[config.mk]
export PLATFORM = sky130hd
export DESIGN_NAME = vscale_dmem_arbiter
export DESIGN_NICKNAME = d
export VERILOG_FILES = /design/src/rtl/vscale_dmem_arb_pkg.sv /design/src/rtl/vscale_rr_arb2.sv /design/src/rtl/vscale_dmem_arbiter.sv
export SDC_FILE = /design/constraint.sdc
export NUM_CORES = 1
export LEC_CHECK = 0
export BUFFER_PORTS_ARGS = -buffer_cell sky130_fd_sc_hd__buf_2
export CAP_MARGIN = 10
export CORE_AREA = 2 2 135 137
export CTS_BUF_LIST = sky130_fd_sc_hd__clkbuf_4
export DETAILED_ROUTE_END_ITERATION = 10
export DIE_AREA = 0 0 137 139
export HOLD_SLACK_MARGIN = 0.05
export PLACE_DENSITY = 0.67
export SYNTH_ARGS = -nofsm -noshare
export SYNTH_HDL_FRONTEND = slang
export SYNTH_SLANG_ARGS = --single-unit
[constraint.sdc]
create_clock -name clk -period 2.3 [get_ports clk]
set_input_delay 0.345 -clock clk [delete_from_list [all_inputs] [get_ports clk]]
set_output_delay 0.345 -clock clk [all_outputs]
set_load 0.03 [all_outputs]
[src/rtl/vscale_dmem_arb_pkg.sv]
// vscale_dmem_arb_pkg: shared FSM/owner types and the default mailbox address for the dmem arbiter.
package vscale_dmem_arb_pkg;
    typedef enum logic [1:0] {ST_IDLE, ST_REQ, ST_RESP} state_t;
    typedef enum logic {OWN_CORE, OWN_HOST} owner_t;
    localparam logic [31:0] DEF_TOHOST_ADDR = 32'h0000_1000;
endpackage

[src/rtl/vscale_rr_arb2.sv]
// vscale_rr_arb2: two-way round-robin grant; on a tie the requester that did not own last wins.
module vscale_rr_arb2
    import vscale_dmem_arb_pkg::*;
(
    input  logic [1:0] req,
    input  owner_t     last,
    output logic [1:0] grant
);
    always_comb grant = &req ? (last == OWN_HOST ? 2'b01 : 2'b10) : req;
endmodule

[src/rtl/vscale_dmem_arbiter.sv]
// vscale_dmem_arbiter: shares the data-memory port between core and host, one transaction in flight.
// Define VSCALE_DMEM_ARB_TOHOST_EN to capture core writes to TOHOST_ADDR in a local mailbox.
module vscale_dmem_arbiter
    import vscale_dmem_arb_pkg::*;
#(
    parameter int                ADDR_W      = 32,
    parameter int                DATA_W      = 32,
    parameter logic [ADDR_W-1:0] TOHOST_ADDR = ADDR_W'(DEF_TOHOST_ADDR)
) (
    input  logic                clk,
    input  logic                reset_n,
    input  logic                core_req_valid,
    output logic                core_req_ready,
    input  logic [ADDR_W-1:0]   core_addr,
    input  logic                core_write,
    input  logic [DATA_W-1:0]   core_wdata,
    input  logic [DATA_W/8-1:0] core_wmask,
    output logic                core_resp_valid,
    output logic [DATA_W-1:0]   core_rdata,
    input  logic                host_req_valid,
    output logic                host_req_ready,
    input  logic [ADDR_W-1:0]   host_addr,
    input  logic                host_write,
    input  logic [DATA_W-1:0]   host_wdata,
    input  logic [DATA_W/8-1:0] host_wmask,
    output logic                host_resp_valid,
    output logic [DATA_W-1:0]   host_rdata,
    output logic                mem_req_valid,
    input  logic                mem_req_ready,
    output logic [ADDR_W-1:0]   mem_addr,
    output logic                mem_write,
    output logic [DATA_W-1:0]   mem_wdata,
    output logic [DATA_W/8-1:0] mem_wmask,
    input  logic                mem_resp_valid,
    input  logic [DATA_W-1:0]   mem_rdata,
    output logic                tohost_valid,
    output logic [DATA_W-1:0]   tohost_data,
    input  logic                tohost_ack
);
    state_t     state;
    owner_t     owner, owner_last;
    logic [1:0] grant;
    logic       core_mbox, core_elig;

`ifdef VSCALE_DMEM_ARB_TOHOST_EN
    assign core_mbox = core_write && core_addr == TOHOST_ADDR;
    // a full mailbox stalls only mailbox writes; the host keeps being served
    assign core_elig = core_req_valid && !(core_mbox && tohost_valid);
    always_ff @(posedge clk or negedge reset_n) begin
        if (!reset_n) begin
            tohost_valid <= 1'b0;
            tohost_data  <= '0;
        end else if (core_req_ready && core_mbox) begin
            tohost_valid <= 1'b1;
            tohost_data  <= core_wdata;
        end else if (tohost_ack) begin
            tohost_valid <= 1'b0;
        end
    end
`else
    logic unused_cfg;
    assign core_mbox    = 1'b0;
    assign core_elig    = core_req_valid;
    assign tohost_valid = 1'b0;
    assign tohost_data  = '0;
    assign unused_cfg   = ^{tohost_ack, TOHOST_ADDR};
`endif

    vscale_rr_arb2 u_arb (
        .req   ({host_req_valid, core_elig}),
        .last  (owner_last),
        .grant (grant)
    );

    assign core_req_ready = reset_n && state == ST_IDLE && grant[0];
    assign host_req_ready = reset_n && state == ST_IDLE && grant[1];

    always_ff @(posedge clk or negedge reset_n) begin
        if (!reset_n) begin
            state           <= ST_IDLE;
            owner           <= OWN_CORE;
            owner_last      <= OWN_HOST;
            mem_req_valid   <= 1'b0;
            mem_addr        <= '0;
            mem_write       <= 1'b0;
            mem_wdata       <= '0;
            mem_wmask       <= '0;
            core_resp_valid <= 1'b0;
            host_resp_valid <= 1'b0;
            core_rdata      <= '0;
            host_rdata      <= '0;
        end else begin
            core_resp_valid <= 1'b0;
            host_resp_valid <= 1'b0;
            case (state)
                ST_IDLE: begin
                    if (core_req_ready && core_mbox) begin
                        core_resp_valid <= 1'b1;
                        owner_last      <= OWN_CORE;
                    end else if (|grant) begin
                        owner         <= grant[1] ? OWN_HOST : OWN_CORE;
                        mem_req_valid <= 1'b1;
                        mem_addr      <= grant[1] ? host_addr : core_addr;
                        mem_write     <= grant[1] ? host_write : core_write;
                        mem_wdata     <= grant[1] ? host_wdata : core_wdata;
                        mem_wmask     <= grant[1] ? host_wmask : core_wmask;
                        state         <= ST_REQ;
                    end
                end
                ST_REQ: begin
                    if (mem_req_ready) begin
                        mem_req_valid <= 1'b0;
                        state         <= ST_RESP;
                    end
                end
                ST_RESP: begin
                    if (mem_resp_valid) begin
                        core_resp_valid <= owner == OWN_CORE;
                        host_resp_valid <= owner == OWN_HOST;
                        core_rdata      <= owner == OWN_CORE ? mem_rdata : core_rdata;
                        host_rdata      <= owner == OWN_HOST ? mem_rdata : host_rdata;
                        owner_last      <= owner;
                        state           <= ST_IDLE;
                    end
                end
                default: state <= ST_IDLE;
            endcase
        end
    end
endmodule

**Word-level counts from Yosys, hierarchy flattened**

Index checks and enable logic that the tools add are counted.

- Register bits: 140
- Input port bits: 177
- Output and inout port bits: 171
- Word-level logic and storage cells: 49

- Equality and inequality tests: 5
- Mux-type cells: 18
- Bitwise logic cells: 1
- Reductions and logical operators: 13

Operators with widths:

| cell | count |
|---|---|
| 32-bit two-way mux | 2 |
| 3-bit AND reduction | 4 |
| 2-bit two-way mux | 5 |
| 1-bit two-way mux | 8 |
| 2-bit case mux with 3 select lines | 1 |
| 2-bit AND reduction | 3 |
| 4-bit two-way mux | 1 |
| 2-bit != test (second input constant) | 2 |
| 1-bit logical AND | 3 |
| 2-bit by 1-bit equality test with 1-bit output (second input constant) | 1 |
| 2-bit equality test (second input constant) | 1 |
| 2-bit zero test | 1 |
| 2-bit by 1-bit != test with 1-bit output (second input constant) | 1 |
| 1-bit case mux with 2 select lines | 1 |
| 2-bit nonzero test | 1 |
| 2-bit OR reduction | 1 |
| 1-bit inverter | 1 |

**Depth between registers and ports, before layout**

- Depth after elaboration: 5
- Mapped depth: 5
- Gate-level depth less buffers: 3

**Modules after synthesis**

A second synthesis with hierarchy kept.

- Cell total of the unflattened synthesis: 421
- Area total of the unflattened synthesis: 6379.9 µm²

By module, submodules not included:

| module | times used | cells each | area each (µm²) | seq. area each (µm²) |
|---|---|---|---|---|
| vscale_dmem_arbiter | 1 | 418 | 6361.1 | 3504.6 |
| vscale_rr_arb2 | 1 | 3 | 18.8 | 0.0 |

**Worst setup path before layout**

Ideal clock, no wire load.

- Path type: flip-flop to flip-flop
- From: register owner_last
- To: register mem_addr[0]
- Library setup time: 0.125 ns
- Arrival: 1.472 ns
- Required time: 2.175 ns
- Slack: 0.704 ns
- Cell stages (with the launch flop): 6
- Buffers on the path: 2
- Clock period less this slack: 1.596 ns
- Cells stage by stage: dfstp_2 -> a21bo_1 -> buf_4 -> buf_6 -> mux2_1 -> mux2_2

- Longest elaborated chain between the ends: 4
- Elaborated cells between the ends (all ways): 5
- Those cells by class: 3 x mux; 2 x reduce/logical

RTL lines:

| what | RTL line | source |
|---|---|---|
| from (decl) | vscale_dmem_arbiter.sv:41 | `owner_t owner, owner_last;` |
| from (signal assigned) | vscale_dmem_arbiter.sv:122 | `owner_last <= owner;` |
| 2-bit two-way mux (*) (2 in series) | vscale_rr_arb2.sv:9 | `always_comb grant = &req ? (last == OWN_HOST ? 2'b01 : 2'b10) : req;` |
| 2-bit OR reduction | vscale_dmem_arbiter.sv:100 | `end else if (\|grant) begin` |
| 2-bit AND reduction (no source line) | -- |  |
| to (signal assigned) | vscale_dmem_arbiter.sv:103 | `mem_addr <= grant[1] ? host_addr : core_addr;` |
| to (decl) | vscale_dmem_arbiter.sv:30 | `output logic [ADDR_W-1:0] mem_addr,` |

Every way passes the cells marked *; elsewhere a longest branch is shown, timed or not.
A chain may end at the register's enable or synchronous reset.

**Worst setup path after layout**

- From: register owner_last
- To: output port host_req_ready

- Longest elaborated chain between the ends: 3

RTL lines:

| what | RTL line | source |
|---|---|---|
| 2-bit two-way mux (2 in series) | vscale_rr_arb2.sv:9 |  |
| 1-bit logical AND | vscale_dmem_arbiter.sv:76 | `assign host_req_ready = reset_n && state == ST_IDLE && grant[1];` |
| to (decl) | vscale_dmem_arbiter.sv:21 | `output logic host_req_ready,` |

No other way between the ends.

==> metrics.md <==
| Metric | Value |
|---|---|
| Result of the run | complete, no violations |
| Synth warnings | 0 |
| Mapped cell area | 0.00630 mm^2 |
| Switching Share | 0.445 |
| Largest net degree at the start of global routing | 141 |
| Proportion of synthesized flip-flops having asynchronous set or reset | 1.00 |
| Endpoint of the worst hold-timing path | mem_addr[14] |
| Synthesized instance count | 420 |
| Worst hold slack | 0.136 ns |
| Number of gates given a new drive strength after cts | 0 |
| Clock Path Buffers | 2 |
| Post-detailed-route via-to-cell ratio | 4.45 |
| Initial core utilization | 0.357 |
| Post-synthesis adder-cell area fraction | 0 |
| Depth of the worst hold-timing path | 3 |
| Number of nets in the layout | 950 |
| Proportion of synthesized chip area in sequential cells | 0.556 |
| TritonCTS clock tree | yes |
| Path category of the worst min-delay check | input port to flip-flop |
| First-pass GRT wire length | 23500 um |
| Final Max Tran Viols | 0 |
| Number of placement rows | 49 |
| Primary flip-flop cell chosen by synthesis mapping | dfrtp_1 |
| Final setup violation count | 0 |
| Clock latency of the later-clocked register in the worst-skew pair | 0.53 ns |
| Fin area | 0.00873 mm^2 |
| Fraction of synthesized area in multiplexers | 0.361 |
| Endpoints failing hold | 0 |
| Tightest Pin Transition | 0.752 ns |
| Clock tree root buffer cell | clkbuf_4 |
| R2R Path End | mem_wdata[14] |
| Residual overflow from global routing | 0 |
| Gr usage total | 0.158 |
| Headroom to the max-slew limit | 0.498 |
| Reg2Reg Setup Slack | 0.44 ns |
| Category of the critical setup timing path | flip-flop to output pin |
| Via count of the routed design | 4522 |
| Unique masters post-synth | 20 |
| Share of total power in combinational logic | 0.514 |
| Launch point of the worst reg-to-reg path | owner_last |
| Portion of synthesized cell area occupied by the leading cell type | 0.552 |
| Total of flip-flops plus latches after synthesis | 140 |
| Number of global-route vias before repair | 4740 |
| Start point of the critical path | owner_last |
| HPWL after DPL | 10800 um |
| Most frequent cells after synthesis | dfrtp_1, mux2_2, mux2_1 |
| Average wire length per cell after detail routing | 14.9 um |
| Detailed router's first-iteration violation count | 75 |
| Area grow syn2layout | 38.5% |
| Reg2reg path depth | 4 |
| Most frequently used cell type in the post-synthesis netlist | dfrtp_1 |
| Worst min-delay path startpoint | host_addr[14] |
| Max Cap Violations | 0 |
| Internal power of the cells | 0.00688 W |
| Number of detailed-routing iterations run before antenna repair | 4 |
| Setup TNS Final | 0 ns |
| I/O Pins | 348 |
| Worst vdd rail ir drop | 0.882 mV |
| Power share of the sequential group | 0.344 |
| Initial antenna violation count | 1 |
| Final Wtd Congestion | 0.762 |
| Clock Skew | 0.0108 ns |
| Total of buffers placed on input and output ports | 313 |
| Psw | 0.00552 W |
| Count of flip-flops with a built-in enable after synthesis | 0 |
| Peak fanout along the critical path | 15 |
| Synthesized-area fraction occupied by ao, oa, aoi and oai cells | 0.00595 |
| Worst-path clk slew | 0.14 ns |
| Post-route DRC | 0 |
| Post-synthesis share of cell area spent on and, or, nand and nor gates | 0.0123 |
| Full die area | 0.0190 mm^2 |
| Largest cells by area after synthesis | dfrtp_1, mux2_2, mux2_1 |
| Kind of launch point of the worst setup path | flip-flop |
| Total wire length | 15100 um |
| Sink count of the clock tree | 140 |
| Number of antenna-violating nets in the routed design | 0 |
| Area leader, netlist | dfrtp_1 |
| Largest family of logic cells by synthesized area | multiplexers |
| Share of power burned in the clock network | 0.142 |
| XOR/XNOR Fraction of Synth Area | 0 |
| Chip Height | 139 um |
| Period Utilization, post-route | 0.940 |
| Cell Area, Placed | 0.00804 mm^2 |
| CP Capture Type | output pin |
| Max Clk Rate | 462 MHz |
| Data arrival time of the critical path | 1.82 ns |
| Average cell area after synthesis | 15.0 um^2 |
| Die width | 137 um |
| Min Clock Period, post-route | 2.16 ns |
| Power density cells | 1420 mW/mm^2 |
| Worst Path Required | 1.96 ns |
| Leakage dissipation | 4.35 nW |
| Number of H-tree levels | 4 |
| Number of buffers created by CTS | 17 |
| Layout cell share with drive strength beyond 1 | 0.625 |
| Core outline area | 0.0177 mm^2 |
| Unrepaired setup endpoints after global routing | no |
==> routing by layer <==
| layer | part of all wire | track usage | up-vias |
|---|---|---|---|
| li1 | - | - | 2127 |
| met1 | 0.38 | 0.174 | 2165 |
| met2 | 0.50 | 0.277 | 206 |
| met3 | 0.098 | 0.0563 | 24 |
| met4 | 0.020 | 0.0613 | 0 |
| met5 | 0 | 0 | - |
==> power by group through the flow <==
stage	sequential (W)	clock (W)	combinational (W)
floorplan	0.00669	0	0.00208
global placement	0.00425	0	0.00635
CTS	0.00427	0.00185	0.00644
finish	0.00426	0.00176	0.00638
global route	0.00443	0.00193	0.00675
detailed placement	0.00431	0	0.00639
==> per-stage QoR <==
stage / worst slack [ns] / total power (W) / instances / utilization
2_1_floorplan: 0.704 / 0.00877 / 452 / -
3_3_place_gp: 0.496 / 0.0106 / 947 / 0.455
3_5_place_dp: 0.482 / 0.0107 / 947 / 0.455
4_1_cts: 0.00731 / 0.0126 / 1014 / 0.493
5_1_grt: 0.00309 / 0.0131 / 1016 / 0.495
6_report: 0.137 / 0.0124 / 1016 / 0.495
==> registers in the layout, summed over array words and instances, names as in the netlist <==
| signal | flops |
|---|---|
| core_rdata | 32 |
| host_rdata | 32 |
| mem_addr | 32 |
| mem_wdata | 32 |
| mem_wmask | 4 |
| state | 2 |
| core_resp_valid | 1 |
| host_resp_valid | 1 |
| mem_req_valid | 1 |
| mem_write | 1 |
| owner | 1 |
| owner_last | 1 |
==> kinds of logic (layout without fill, tap and decap cells) <==
kind of cell / Yosys count / count (layout)
mux: 202 / 202
flops: 140 / 140
buf+inv: 56 / 390
simple gates: 15 / 15
compound gates: 6 / 6
other cells: 1 / 34
==> final cells by class <==
class                      count  area, um^2
antenna                        1        2.50
clock buffer                  18         135
clock inverter                14         185
fill                        1593        8920
inverter                       2        7.51
multi-input combinational    256        2540
sequential                   140        3500
tap                          229         287
timing repair buffer         356        2080
==> worst max-delay path by stage <==
| stage | to |
|---|---|
| after CTS | host_req_ready |
| after detailed placement | mem_wdata[14] |
| after global routing | host_req_ready |
| after global placement | mem_wdata[12] |
| after floorplan | mem_addr[0] |
| final | host_req_ready |
==> critical path: stages, from the launching register on <==
cell     delay, ns
dfstp_2       0.58
a21bo_4       0.28
buf_12        0.19
nor2_1        0.05
buf_2         0.18
==> timing repair <==
action	CTS	global route
endpoints found under the setup margin	0	1
hold endpoints to repair	205	0
hold buffers	35	0
setup buffers	0	0
==> cell usage in the layout (no fill, tap or decap), types with 5 or more instances in the layout <==
| cell type | Yosys | layout |
|---|---|---|
| mux2_2 | 134 | 134 |
| conb_1 | 1 | 33 |
| clkbuf_4 | 0 | 18 |
| dlygate4sd3_1 | 0 | 35 |
| dfrtp_1 | 139 | 139 |
| buf_2 | 13 | 312 |
| buf_12 | 0 | 6 |
| nand2_1 | 5 | 5 |
| mux2_1 | 68 | 68 |
No activity file was read; power rests on OpenSTA's default activity.
